File: src/rtl/id_ex_stage_pkg.sv
// Shared definitions for the ID/EX stage: ALUOp codes, forwarding selects
// and the control bundle loaded when a bubble enters EX.
package id_ex_stage_pkg;

    localparam int ALUOP_W = 5;

    // ALUOp codes, matching the ctrl_encode_def encoding.
    localparam logic [ALUOP_W-1:0] ALUOP_NOP   = 5'b00000;
    localparam logic [ALUOP_W-1:0] ALUOP_LUI   = 5'b00001;
    localparam logic [ALUOP_W-1:0] ALUOP_AUIPC = 5'b00010;
    localparam logic [ALUOP_W-1:0] ALUOP_ADD   = 5'b00011;
    localparam logic [ALUOP_W-1:0] ALUOP_SUB   = 5'b00100;

    typedef enum logic [1:0] {
        FWD_NONE = 2'd0,
        FWD_MEM  = 2'd1,
        FWD_WB   = 2'd2
    } fwd_sel_e;

    typedef struct packed {
        logic [ALUOP_W-1:0] aluop;
        logic               alusrc;
        logic               regwrite;
        logic               memread;
        logic               memwrite;
    } ex_ctrl_t;

    localparam ex_ctrl_t BUBBLE_CTRL = '{
        aluop:    ALUOP_NOP,
        alusrc:   1'b0,
        regwrite: 1'b0,
        memread:  1'b0,
        memwrite: 1'b0
    };

endpackage

File: src/rtl/id_ex_stage_fwd_unit.sv
// Forwarding select for one EX source operand: EX/MEM beats MEM/WB,
// and x0 is never forwarded.
module id_ex_stage_fwd_unit
    import id_ex_stage_pkg::*;
#(
    parameter int RA_W = 5
) (
    input  logic [RA_W-1:0] rs,
    input  logic            mem_regwrite,
    input  logic [RA_W-1:0] mem_rd,
    input  logic            wb_regwrite,
    input  logic [RA_W-1:0] wb_rd,
    output logic [1:0]      sel
);

    // NOTE: every output of a combinational block gets a default first so no latch can be inferred.
    always_comb begin
        sel = FWD_NONE;
        if (mem_regwrite && (mem_rd != '0) && (mem_rd == rs)) begin
            sel = FWD_MEM;
        end else if (wb_regwrite && (wb_rd != '0) && (wb_rd == rs)) begin
            sel = FWD_WB;
        end
    end

endmodule

File: src/rtl/id_ex_stage.sv
// ID/EX pipeline register with load-use bubble insertion, flush/stall
// handling and EX-side operand forwarding for the ALU.
module id_ex_stage
    import id_ex_stage_pkg::*;
#(
    parameter int XLEN = 32,
    parameter int RA_W = 5
) (
    input  logic               clk,
    input  logic               rstn,
    input  logic               id_valid,
    input  logic [XLEN-1:0]    id_pc,
    input  logic [RA_W-1:0]    id_rs1,
    input  logic [RA_W-1:0]    id_rs2,
    input  logic               id_use_rs1,
    input  logic               id_use_rs2,
    input  logic [RA_W-1:0]    id_rd,
    input  logic [XLEN-1:0]    id_rdata1,
    input  logic [XLEN-1:0]    id_rdata2,
    input  logic [XLEN-1:0]    id_imm,
    input  logic [ALUOP_W-1:0] id_aluop,
    input  logic               id_alusrc,
    input  logic               id_regwrite,
    input  logic               id_memread,
    input  logic               id_memwrite,
    input  logic               flush,
    input  logic               mem_stall,
    input  logic               mem_regwrite,
    input  logic [RA_W-1:0]    mem_rd,
    input  logic [XLEN-1:0]    mem_result,
    input  logic               wb_regwrite,
    input  logic [RA_W-1:0]    wb_rd,
    input  logic [XLEN-1:0]    wb_result,
    output logic               stall,
    output logic               ex_valid,
    output logic [XLEN-1:0]    ex_pc,
    output logic [ALUOP_W-1:0] ex_aluop,
    output logic [RA_W-1:0]    ex_rd,
    output logic [XLEN-1:0]    ex_A,
    output logic [XLEN-1:0]    ex_B,
    output logic [XLEN-1:0]    ex_store_data,
    output logic               ex_regwrite,
    output logic               ex_memread,
    output logic               ex_memwrite
);

    typedef struct packed {
        logic [XLEN-1:0] pc;
        logic [RA_W-1:0] rs1;
        logic [RA_W-1:0] rs2;
        logic [RA_W-1:0] rd;
        logic [XLEN-1:0] rdata1;
        logic [XLEN-1:0] rdata2;
        logic [XLEN-1:0] imm;
    } ex_data_t;

    logic     valid_q;
    ex_ctrl_t ctrl_q;
    ex_data_t data_q;
    ex_ctrl_t id_ctrl;
    ex_data_t id_data;
    logic     lu;
    logic [1:0] sel1;
    logic [1:0] sel2;
    logic [XLEN-1:0] fwd1;
    logic [XLEN-1:0] fwd2;

    // The regfile write in WB lands on the same edge as this capture, so take it directly.
    always_comb begin
        id_ctrl = '{aluop: id_aluop, alusrc: id_alusrc, regwrite: id_regwrite,
                    memread: id_memread, memwrite: id_memwrite};
        id_data = '{pc: id_pc, rs1: id_rs1, rs2: id_rs2, rd: id_rd,
                    rdata1: id_rdata1, rdata2: id_rdata2, imm: id_imm};
        if (wb_regwrite && (wb_rd != '0) && (wb_rd == id_rs1)) begin
            id_data.rdata1 = wb_result;
        end
        if (wb_regwrite && (wb_rd != '0) && (wb_rd == id_rs2)) begin
            id_data.rdata2 = wb_result;
        end
    end

    assign lu = valid_q && ctrl_q.memread && (data_q.rd != '0) && id_valid &&
                ((id_use_rs1 && (id_rs1 == data_q.rd)) ||
                 (id_use_rs2 && (id_rs2 == data_q.rd)));

    assign stall = lu || mem_stall;

    // NOTE: sequential state is written only with non-blocking assignments.
    always_ff @(posedge clk or negedge rstn) begin
        if (!rstn) begin
            valid_q <= 1'b0;
            ctrl_q  <= BUBBLE_CTRL;
            data_q  <= '0;
        end else if (flush) begin
            valid_q <= 1'b0;
            ctrl_q  <= BUBBLE_CTRL;
            data_q  <= '0;
        end else if (mem_stall) begin
            valid_q <= valid_q;
        end else if (lu) begin
            valid_q <= 1'b0;
            ctrl_q  <= BUBBLE_CTRL;
            data_q  <= '0;
        end else begin
            valid_q <= id_valid;
            ctrl_q  <= id_ctrl;
            data_q  <= id_data;
        end
    end

    id_ex_stage_fwd_unit #(.RA_W(RA_W)) u_fwd1 (
        .rs           (data_q.rs1),
        .mem_regwrite (mem_regwrite),
        .mem_rd       (mem_rd),
        .wb_regwrite  (wb_regwrite),
        .wb_rd        (wb_rd),
        .sel          (sel1)
    );

    id_ex_stage_fwd_unit #(.RA_W(RA_W)) u_fwd2 (
        .rs           (data_q.rs2),
        .mem_regwrite (mem_regwrite),
        .mem_rd       (mem_rd),
        .wb_regwrite  (wb_regwrite),
        .wb_rd        (wb_rd),
        .sel          (sel2)
    );

    assign fwd1 = (sel1 == FWD_MEM) ? mem_result :
                  (sel1 == FWD_WB)  ? wb_result  : data_q.rdata1;
    assign fwd2 = (sel2 == FWD_MEM) ? mem_result :
                  (sel2 == FWD_WB)  ? wb_result  : data_q.rdata2;

    assign ex_valid      = valid_q;
    assign ex_pc         = data_q.pc;
    assign ex_aluop      = ctrl_q.aluop;
    assign ex_rd         = data_q.rd;
    assign ex_A          = fwd1;
    assign ex_B          = ctrl_q.alusrc ? data_q.imm : fwd2;
    assign ex_store_data = fwd2;
    assign ex_regwrite   = valid_q && ctrl_q.regwrite;
    assign ex_memread    = valid_q && ctrl_q.memread;
    assign ex_memwrite   = valid_q && ctrl_q.memwrite;

endmodule

File: config.mk
export PLATFORM = sky130hd
export DESIGN_NAME = id_ex_stage
export DESIGN_NICKNAME = d
export VERILOG_FILES = /design/src/rtl/id_ex_stage_pkg.sv /design/src/rtl/id_ex_stage_fwd_unit.sv /design/src/rtl/id_ex_stage.sv
export SDC_FILE = /design/constraint.sdc
export NUM_CORES = 1
export LEC_CHECK = 0
export CORE_ASPECT_RATIO = 0.9
export CORE_MARGIN = 4
export CORE_UTILIZATION = 50
export DETAILED_ROUTE_END_ITERATION = 6
export PLACE_DENSITY = 0.95
export SLEW_MARGIN = 20
export SYNTH_ARGS = -nofsm -noshare
export SYNTH_HDL_FRONTEND = slang
export SYNTH_SLANG_ARGS = --single-unit
File: constraint.sdc
create_clock -name clk -period 5.1 [get_ports clk]
set_clock_uncertainty 0.2 [all_clocks]
set_input_delay 1.275 -clock clk [delete_from_list [all_inputs] [get_ports clk]]
set_output_delay 1.275 -clock clk [all_outputs]
set_load 0.03 [all_outputs]
* Word-level counts from Yosys, hierarchy flattened
Index checks and enable logic that the tools add are counted.
** Operators by class
- Equal/unequal tests :: 13
- Mux-type cells :: 20
- Reduce and logical (&&, ||, !) cells :: 21
** Operators by type and width (count)
- $mux 143 :: 3
- $mux 32 :: 7
- $eq 5x5->1 :: 8
- $mux 9 :: 3
- $logic_and 1x1->1 :: 16
- $reduce_bool 5->1 :: 3
- $mux 2 :: 4
- $eq 2x1->1 const B :: 2
- $eq 2x2->1 const B :: 2
- $mux 1 :: 3
- $logic_or 1x1->1 :: 2
- $ne 2x2->1 const B :: 1
** Storage, ports and cells
- Flip-flop bits (word level) :: 153
- Output and inout bits :: 143

* Depth between registers and ports, before layout
Gate-level depths: netlist of the first run.
- Depth in word-level cells :: 9
- Gate-level depth with buffers :: 8
- Gate-level depth less buffers :: 5

* Hierarchy
From an unflattened synthesis of the first run, not the netlist that was laid out.
** Unflattened totals
- Cells, all modules :: 1230
- Area, all modules :: 11163.2 µm²
** Modules (own cells, without submodules)
- id_ex_stage :: instances 1, cells an instance 1190, area each 10860.4 µm², seq. area each 3828.7 µm²
- id_ex_stage_fwd_unit :: instances 2, cells an instance 20, area each 151.4 µm², seq. area each 0.0 µm²

* Worst setup path before layout of the first run
Ideal clock, no wire load.
- Kind :: input-to-output
- Start :: in wb_rd[0]
- End :: out ex_A[10]
- Data arrival time :: 3.371 ns
- Data required time :: 3.625 ns
- Slack :: 0.254 ns
- Stages on the path :: 7
- Cells stage by stage :: buf_2 or4_4 o21ai_2 nor4_2 buf_4 mux2i_1 o21ai_0
** On the way
- Cells in the longest elaborated chain, start to end :: 8
- Elaborated cells on any way between the ends :: 10
** Ends and longest elaborated chain
- start, declared :: RTL line id_ex_stage.sv:32 : input logic [RA_W-1:0] wb_rd,
- $reduce_bool 5->1 :: RTL line id_ex_stage_fwd_unit.sv:21 : end else if (wb_regwrite && (wb_rd != '0) && (wb_rd == rs)) begin
- $logic_and 1x1->1 :: RTL line id_ex_stage_fwd_unit.sv:21
- $logic_and 1x1->1 * :: RTL line id_ex_stage_fwd_unit.sv:21
- $mux 2 * :: RTL line id_ex_stage_fwd_unit.sv:21
- $mux 2 * :: RTL line id_ex_stage_fwd_unit.sv:19 : if (mem_regwrite && (mem_rd != '0) && (mem_rd == rs)) begin
- $eq 2x2->1 :: RTL line id_ex_stage.sv:130 : (sel1 == FWD_WB) ? wb_result : data_q.rdata1;
- $mux 32 :: RTL line id_ex_stage.sv:130
- $mux 32 * :: RTL line id_ex_stage.sv:129 : assign fwd1 = (sel1 == FWD_MEM) ? mem_result :
- end, declared :: RTL line id_ex_stage.sv:39 : output logic [XLEN-1:0] ex_A,
Mark *: on every way between the ends. The rest lies on a longest branch, timed or not.

* Worst setup path in the final report of the first run
- Start :: in wb_rd[3]
- End :: out ex_B[14]
** On the way
- Cells in the longest elaborated chain, start to end :: 9
- Elaborated cells on any way between the ends :: 11
** Ends and longest elaborated chain
- $reduce_bool 5->1 :: RTL line id_ex_stage_fwd_unit.sv:21
- $logic_and 1x1->1 :: RTL line id_ex_stage_fwd_unit.sv:21
- $logic_and 1x1->1 * :: RTL line id_ex_stage_fwd_unit.sv:21
- $mux 2 * :: RTL line id_ex_stage_fwd_unit.sv:21
- $mux 2 * :: RTL line id_ex_stage_fwd_unit.sv:19
- $eq 2x2->1 :: RTL line id_ex_stage.sv:132 : (sel2 == FWD_WB) ? wb_result : data_q.rdata2;
- $mux 32 :: RTL line id_ex_stage.sv:132
- $mux 32 * :: RTL line id_ex_stage.sv:131 : assign fwd2 = (sel2 == FWD_MEM) ? mem_result :
- $mux 32 * :: RTL line id_ex_stage.sv:139 : assign ex_B = ctrl_q.alusrc ? data_q.imm : fwd2;
- end, declared :: RTL line id_ex_stage.sv:40 : output logic [XLEN-1:0] ex_B,
Marks and branches as above.

==> metrics.log, run 1 <==
INFO  metric cts.htree.levels = 4
INFO  metric initial_utilization = 50.65%
INFO  metric clock_root_buffer = sky130_fd_sc_hd__clkbuf_16
INFO  metric vdd.ir_drop.worst = 0.2167 mV
INFO  metric globalRoute.totalOverflow = 0
INFO  metric cts.sink_count = 153
INFO  metric switching_power_total = 1.189 mW
INFO  metric placement.cell_area = 0.01433 mm^2
INFO  metric count_of_flip_flops_with_a_built_in_enable_after_synthesis = 0
INFO  metric detail-route-antenna-nets = 0
INFO  metric antenna_violations_before_repair = 4
INFO  metric stdcell_area = 0.01514 mm^2
INFO  metric grt_max_degree = 92
INFO  metric max_stage_delay_on_crit_path = 530 ps
INFO  metric die_area = 0.02343 mm^2
INFO  metric post_synth_inst_count = 1,255
INFO  metric cts_made_buffers = 17
INFO  metric status = finished clean
INFO  metric p_per_area = 236.8 mW/mm^2
INFO  metric critical_path_buf_inv_count = 5
INFO  metric hold-path-endpoint = data_q[95]
INFO  metric via_count_of_the_first_global_routing_pass = 11.07k
INFO  metric grt_first_pass_wirelength = 62.15 mm
INFO  metric fin_crit_sh = 98.93%
INFO  metric final_cell_mix = sky130_fd_sc_hd__clkdlybuf4s50_1, sky130_fd_sc_hd__nand2_1, sky130_fd_sc_hd__dfrtp_1, sky130_fd_sc_hd__buf_4, sky130_fd_sc_hd__o21ai_0
INFO  metric firstDrtPassIters = 5
INFO  metric slowest_stage = sky130_fd_sc_hd__or4_4
INFO  metric synth_seq_area_share = 36.39%
INFO  metric path_clk_slew = 70 ps
INFO  metric slew_headroom = 32.56%
INFO  metric setup_viol = 0
INFO  metric combPwrFrac = 28.2%
INFO  metric routed_wire_length_per_instance = 21.56 um
INFO  metric tot_gr_track_use = 33.10%
INFO  metric regToRegEndpoint = data_q[1]
INFO  metric fin_ws = 54.80 ps
INFO  metric finalSetupTns = 0 ps
INFO  metric power.share.sequential = 37.3%
INFO  metric hold_start = data_q[95]
INFO  metric cpLargestDelayFamily = buffers and inverters
INFO  metric worstPathArrival = 3570 ps
INFO  metric hold_violations = 0
INFO  metric areaGrowthSynthToFinish = 43.88%
INFO  metric final_net_count = 1,788
INFO  metric startpoint_type = primary input
INFO  metric share_clk_of_total_power = 34.5%
INFO  metric required = 3620 ps
INFO  metric reg2regPathDepth = 5
INFO  metric p_int = 2.395 mW
INFO  metric fmax = 0.1982 GHz
INFO  metric async_flop_share = 100.0%
INFO  metric cp_cell_sequence = dlygate4sd2_1 -> or4_4 -> buf_6 -> o2111ai_4 -> or2_4 -> buf_12 -> buf_4 -> a211oi_2 -> o31ai_2 -> buf_4
INFO  metric clkLatencyLatePin = 430 ps
INFO  metric final_max_slew_viol_count = 0
INFO  metric yosysWarnings = 0
INFO  metric wirelength = 40.00 mm
INFO  metric timing_worst_setup_path_type = in -> out
INFO  metric postSynth.topFlopCell = sky130_fd_sc_hd__dfrtp_1
INFO  metric drt-initial-drc-count = 932
INFO  metric die-height = 145.6 um
INFO  metric hold_path_class = reg -> reg
INFO  metric postSynthAreaPerCell = 8.383 um^2
INFO  metric vias_per_cell = 5.954
INFO  metric synth.cell_area = 0.01052 mm^2
INFO  metric chipWidth = 160.9 um
INFO  metric switching_share = 33.17%
INFO  metric design.core.area = 0.02077 mm^2
INFO  metric worstMarginPinSlew = 1012 ps
INFO  metric layout_commonest_cell = sky130_fd_sc_hd__clkdlybuf4s50_1
INFO  metric post_synth_num_cell_types = 36
INFO  metric holdBufCountCts = 0
INFO  metric gp_routability_congestion = 0.9318
INFO  metric vias = 11.04k
INFO  metric period_needed = 5045 ps
INFO  metric drive_gt1_share = 17.18%
INFO  metric place.detailed.hpwl = 27.34 mm
INFO  metric number_of_flip_flops_and_latches_in_the_synthesized_netlist = 153
INFO  metric preCtsSetupSlack = -306.8 ps
INFO  metric numPortBuffers = 377
INFO  metric maxCapViolCount = 0
INFO  metric reg2reg_setup_slack = 2250 ps
INFO  metric drt_drc_violations_left = 0
INFO  metric worst_path_most_repeated_cell = sky130_fd_sc_hd__buf_4
INFO  metric boundaryPins = 378
INFO  metric r2r_start = ex_rd[0]
INFO  metric endpoint_kind = primary output
INFO  metric clk_path_buf_depth = 2
INFO  metric placement_rows = 50
INFO  metric largest_fanout_of_any_net_on_the_critical_path = 5
INFO  metric tritoncts = built
INFO  metric holdPathStages = 2
INFO  metric syn_nets = 1,490
INFO  metric total_leakage_power = 5.965 nW
-- worst register-to-register path: cells and delay by family (launching register included) --
kind,cells,cell delay [ps]
compound gates,3,780
buf+inv,1,730
simple gates,1,590
flops,1,460
-- layout make-up --
type | count | area, um^2
Multi-Input combinational cell | 908 | 5957
Fill cell | 1491 | 5634
Timing Repair Buffer | 441 | 4307
Sequential cell | 153 | 3830
Clock buffer | 17 | 425.4
Tap cell | 286 | 357.8
Clock inverter | 15 | 131.4
Inverter | 32 | 120.1
Antenna cell | 3 | 7.507
-- power by group through the flow --
stage / Sequential [mW] / Combinational [mW] / Clock (mW)
after floorplan: 1.33 / 0.516 / 0
after global placement: 1.35 / 0.969 / 0
after detailed placement: 1.35 / 0.990 / 0
after CTS: 1.33 / 1.01 / 1.25
after global routing: 1.34 / 1.07 / 1.31
final: 1.34 / 1.01 / 1.24
-- timing repair --
item,in CTS,in global routing
buffers inserted,3,2
endpoints found under the setup margin,84,38
cloned,2,0
gates resized for setup,35,6
pin swaps,5,3
-- metal layers --
metal / share of wire [%] / track usage [%]
met5: 0.032 / 0
met2: 48 / 54.56
met4: 4.9 / 15.86
met1: 37 / 40.76
met3: 9.7 / 8.355
-- registers in the layout (all words and copies together) (netlist names) --
name / flops
data_q: 106
ex_aluop: 5
ex_pc: 32
ex_rd: 5
ex_valid: 1
ctrl_q: 4
-- cells by family (layout without fill, tap and decap cells) --
logic type,Yosys count,count (layout),share of synthesized area (%)
mux,96,96,9.134
compound gates,343,343,21.10
buf+inv,194,505,9.039
other cells,0,3,0
simple gates,429,429,21.00
xor+xnor,40,40,3.330
flops,153,153,36.39
-- cell usage after synthesis, types with 16 or more instances --
master	instances	area, um^2
sky130_fd_sc_hd__mux2i_1	96	960.9
sky130_fd_sc_hd__nor3_1	33	165.2
sky130_fd_sc_hd__nor2_1	65	244.0
sky130_fd_sc_hd__nor2b_1	90	563.0
sky130_fd_sc_hd__o31ai_1	66	495.5
sky130_fd_sc_hd__buf_2	21	105.1
sky130_fd_sc_hd__nand2_1	156	585.6
sky130_fd_sc_hd__a21oi_1	89	445.4
sky130_fd_sc_hd__inv_1	32	120.1
sky130_fd_sc_hd__buf_4	46	345.3
sky130_fd_sc_hd__clkbuf_1	90	337.8
sky130_fd_sc_hd__o21ai_0	108	540.5
sky130_fd_sc_hd__a211oi_1	32	240.2
sky130_fd_sc_hd__o31ai_2	30	375.4
sky130_fd_sc_hd__dfrtp_1	153	3829
sky130_fd_sc_hd__xnor2_1	24	210.2
sky130_fd_sc_hd__nand3b_1	62	465.5
sky130_fd_sc_hd__xor2_1	16	140.1
-- per-stage QoR --
stage                     total power, mW  util (%)  hold WS (ps)  cells
after floorplan                     1.849         -         247.8   1255
after global placement              2.321     68.96         274.3   1813
after detailed placement            2.344     69.00         278.1   1814
after CTS                           3.594     72.77         294.4   1851
after global routing                3.721     72.87         310.3   1855
final                               3.584     72.87         296.6   1855
-- worst max-delay path by stage --
stage,slack [ps],depth (start not counted),to,from
3_3_place_gp,-430,9,ex_A[31],wb_rd[0]
3_5_place_dp,-310,9,ex_store_data[29],wb_rd[0]
6_report,50,10,ex_B[14],wb_rd[3]
5_1_grt,-5,11,ex_B[1],wb_rd[3]
4_1_cts,30,11,ex_B[24],wb_rd[0]
2_1_floorplan,250,7,ex_A[10],wb_rd[0]
Note: power is estimated with default switching activity, not from simulation.
==> run 2, diff against run 1 <==
==> constraint.sdc (replaced) <==
create_clock -name clk -period 5.1 [get_ports clk]
set_clock_uncertainty 0.2 [all_clocks]
set_input_delay 1.02 -clock clk [delete_from_list [all_inputs] [get_ports clk]]
set_output_delay 1.02 -clock clk [all_outputs]
set_load 0.03 [all_outputs]
==> metrics.log, run 2 (same netlist as run 1, synthesis figures left out) <==
INFO  metric status = finished clean
INFO  metric maxCapViolCount = 0 (unchanged)
INFO  metric finalSetupTns = 0 ps (unchanged)
INFO  metric placement_rows = 50 (unchanged)
INFO  metric clk_path_buf_depth = 2 (unchanged)
INFO  metric worstMarginPinSlew = 1077 ps (+65.51 ps)
INFO  metric sequential_cell_area = 0.003830 mm^2 (unchanged)
INFO  metric rsz_0062_raised_after_global_routing = false
INFO  metric largest_register = data_q
INFO  metric p_per_area = 245.2 mW/mm^2 (+3.5%)
INFO  metric tot_gr_track_use = 32.42% (-0.69 points)
INFO  metric n_fill_cell = 1,567 (+5.1%)
INFO  metric startpoint_type = primary input
INFO  metric max_stage_delay_on_crit_path = 560 ps (+30 ps)
INFO  metric cp_cell_sequence = clkdlybuf4s50_1 -> or4_4 -> buf_4 -> o2111ai_4 -> buf_4 -> nor3_1 -> a211oi_1 -> buf_4 -> o31ai_2 -> buf_12
INFO  metric multiInputGateArea = 0.005812 mm^2 (-2.4%)
INFO  metric gp_routability_congestion = 0.9157 (-1.7%)
INFO  metric largest_register_ffs = 106 (unchanged)
INFO  metric globalRoute.totalOverflow = 0 (unchanged)
INFO  metric final-instance-count-excl-fill = 1,830 (-1.3%)
INFO  metric setup_viol = 0 (unchanged)
INFO  metric placement.cell_area = 0.01418 mm^2 (-1.0%)
INFO  metric fmax = 0.1990 GHz (+0.41%)
INFO  metric areaGrowthSynthToFinish = 40.88%
INFO  metric routed_wire_length_per_instance = 21.44 um (-0.57%)
INFO  metric grt_first_pass_wirelength = 60.98 mm (-1.9%)
INFO  metric slowest_stage = sky130_fd_sc_hd__or4_4
INFO  metric tritoncts = built
INFO  metric vias_per_cell = 5.895 (-0.99%)
INFO  metric timing_worst_setup_path_type = in -> out
INFO  metric place.detailed.hpwl = 26.70 mm (-2.3%)
INFO  metric final_cell_mix = sky130_fd_sc_hd__clkdlybuf4s50_1, sky130_fd_sc_hd__nand2_1, sky130_fd_sc_hd__dfrtp_1, sky130_fd_sc_hd__o21ai_0, sky130_fd_sc_hd__mux2i_1
INFO  metric period_needed = 5025 ps (-20.49 ps)
INFO  metric initial_utilization = 50.65% (unchanged)
INFO  metric die_area = 0.02343 mm^2 (unchanged)
INFO  metric worst_path_most_repeated_cell = sky130_fd_sc_hd__buf_4
INFO  metric die-height = 145.6 um (unchanged)
INFO  metric design.core.area = 0.02077 mm^2 (unchanged)
INFO  metric drive_gt1_share = 12.35% (-4.8 points)
INFO  metric layout_commonest_cell = sky130_fd_sc_hd__clkdlybuf4s50_1
INFO  metric vdd.ir_drop.worst = 0.1972 mV (-9.0%)
INFO  metric cts.sink_count = 153 (unchanged)
INFO  metric grt_max_degree = 190 (+110%)
INFO  metric wirelength = 39.24 mm (-1.9%)
INFO  metric chipWidth = 160.9 um (unchanged)
INFO  metric number_of_instances_in_the_placed_design = 1,791 (-1.3%)
INFO  metric via_count_of_the_first_global_routing_pass = 10.97k (-0.89%)
INFO  metric fin_crit_sh = 98.52% (-0.40 points)
INFO  metric hold-worst-slack = 283.5 ps (-13.06 ps)
INFO  metric path_clk_slew = 70 ps (about the same)
INFO  metric cts_made_buffers = 17 (unchanged)
INFO  metric total_leakage_power = 5.713 nW (-4.2%)
INFO  metric required = 3880 ps (+260 ps)
INFO  metric largest_fanout_of_any_net_on_the_critical_path = 32 (+27)
INFO  metric stdcell_area = 0.01482 mm^2 (-2.1%)
INFO  metric boundaryPins = 378 (unchanged)
INFO  metric clock_root_buffer = sky130_fd_sc_hd__clkbuf_16
INFO  metric cts.htree.levels = 4 (unchanged)
INFO  metric vias = 10.79k (-2.3%)
INFO  metric worstPathArrival = 3800 ps (+230 ps)
INFO  metric clkLatencyLatePin = 420 ps (about the same)
INFO  metric final_net_count = 1,761 (-1.5%)
INFO  metric hold_violations = 0 (unchanged)
INFO  metric final_max_slew_viol_count = 0 (unchanged)
INFO  metric endpoint_kind = primary output
INFO  metric antenna_violations_before_repair = 6 (+2)
INFO  metric p_total = 3.634 mW (+1.4%)
INFO  metric hold_path_class = reg -> reg
INFO  metric slew_headroom = 28.19% (-4.4 points)
INFO  metric drt_drc_violations_left = 0 (unchanged)
INFO  metric drt-initial-drc-count = 907 (-2.7%)
INFO  metric firstDrtPassIters = 7 (+2)
INFO  metric numPortBuffers = 377 (unchanged)
INFO  metric detail-route-antenna-nets = 0 (unchanged)
[run 2: final timing paths]
kind / start / to / slack [ps] / cells past startpoint
worst max-delay path: wb_rd[3] / ex_B[22] / 80 / 10
worst min-delay path: data_q[95] / data_q[95] / 280 / 2
worst max register to register: ex_rd[4] / data_q[35] / 2230 / 6
worst min register to register: data_q[95] / data_q[95] / 280 / 2
max in group asynchronous: rstn / data_q[36] / 3150 / 2
min in group asynchronous: rstn / data_q[81] / 490 / 1
[run 2: metal layers]
metal	wire (um)	vias to the layer above	part of all wire, %	track usage [%]
met2	18800	627	48	53.29
met5	9	-	0.023	0
li1	-	4858	-	-
met4	1999	2	5.1	17.10
met3	3663	132	9.3	7.901
met1	14770	5168	38	39.54
[run 2: final cells by class]
type	instances	area share [%]
Multi-Input combinational cell	908	39.21
Timing Repair Buffer	414	27.56
Sequential cell	153	25.84
Clock buffer	18	2.963
Tap cell	286	2.415
Clock inverter	14	1.114
Inverter	32	0.8105
Antenna cell	5	0.08442
[run 2: report_power, final]
group / leakage [nW] / switching (mW) / internal, mW / total [mW]
clock: 0.295 / 0.566 / 0.749 / 1.31
sequential: 2.04 / 0.0533 / 1.28 / 1.33
combinational: 3.38 / 0.532 / 0.455 / 0.987
[run 2: critical path, delay by kind of cell]
| kind | cells | cell delay [ps] |
|---|---|---|
| buf+inv | 5 | 1470 |
| compound gates | 3 | 650 |
| simple gates | 2 | 650 |
[run 2: repair_timing]
action	CTS	global route
resized for setup	0	1
buffers inserted	0	2
hold endpoints to repair	0	0
endpoints found under the setup margin	0	17
hold buffers	0	0
[run 2: through the flow]
stage | utilization [%] | setup slack [ps]
after global placement | 68.29 | 146.9
after detailed placement | 68.29 | 45.60
after global routing | 71.36 | 8.875
after floorplan | - | 763.9
final | 71.36 | 75.29
after CTS | 71.20 | 40.22
==> run 3, diff against run 2 <==
ABC_CLOCK_PERIOD_IN_PS = 5100   (was default)
==> results of run 3 <==
Final layout, timing and power as in run 2 (identical DEF).
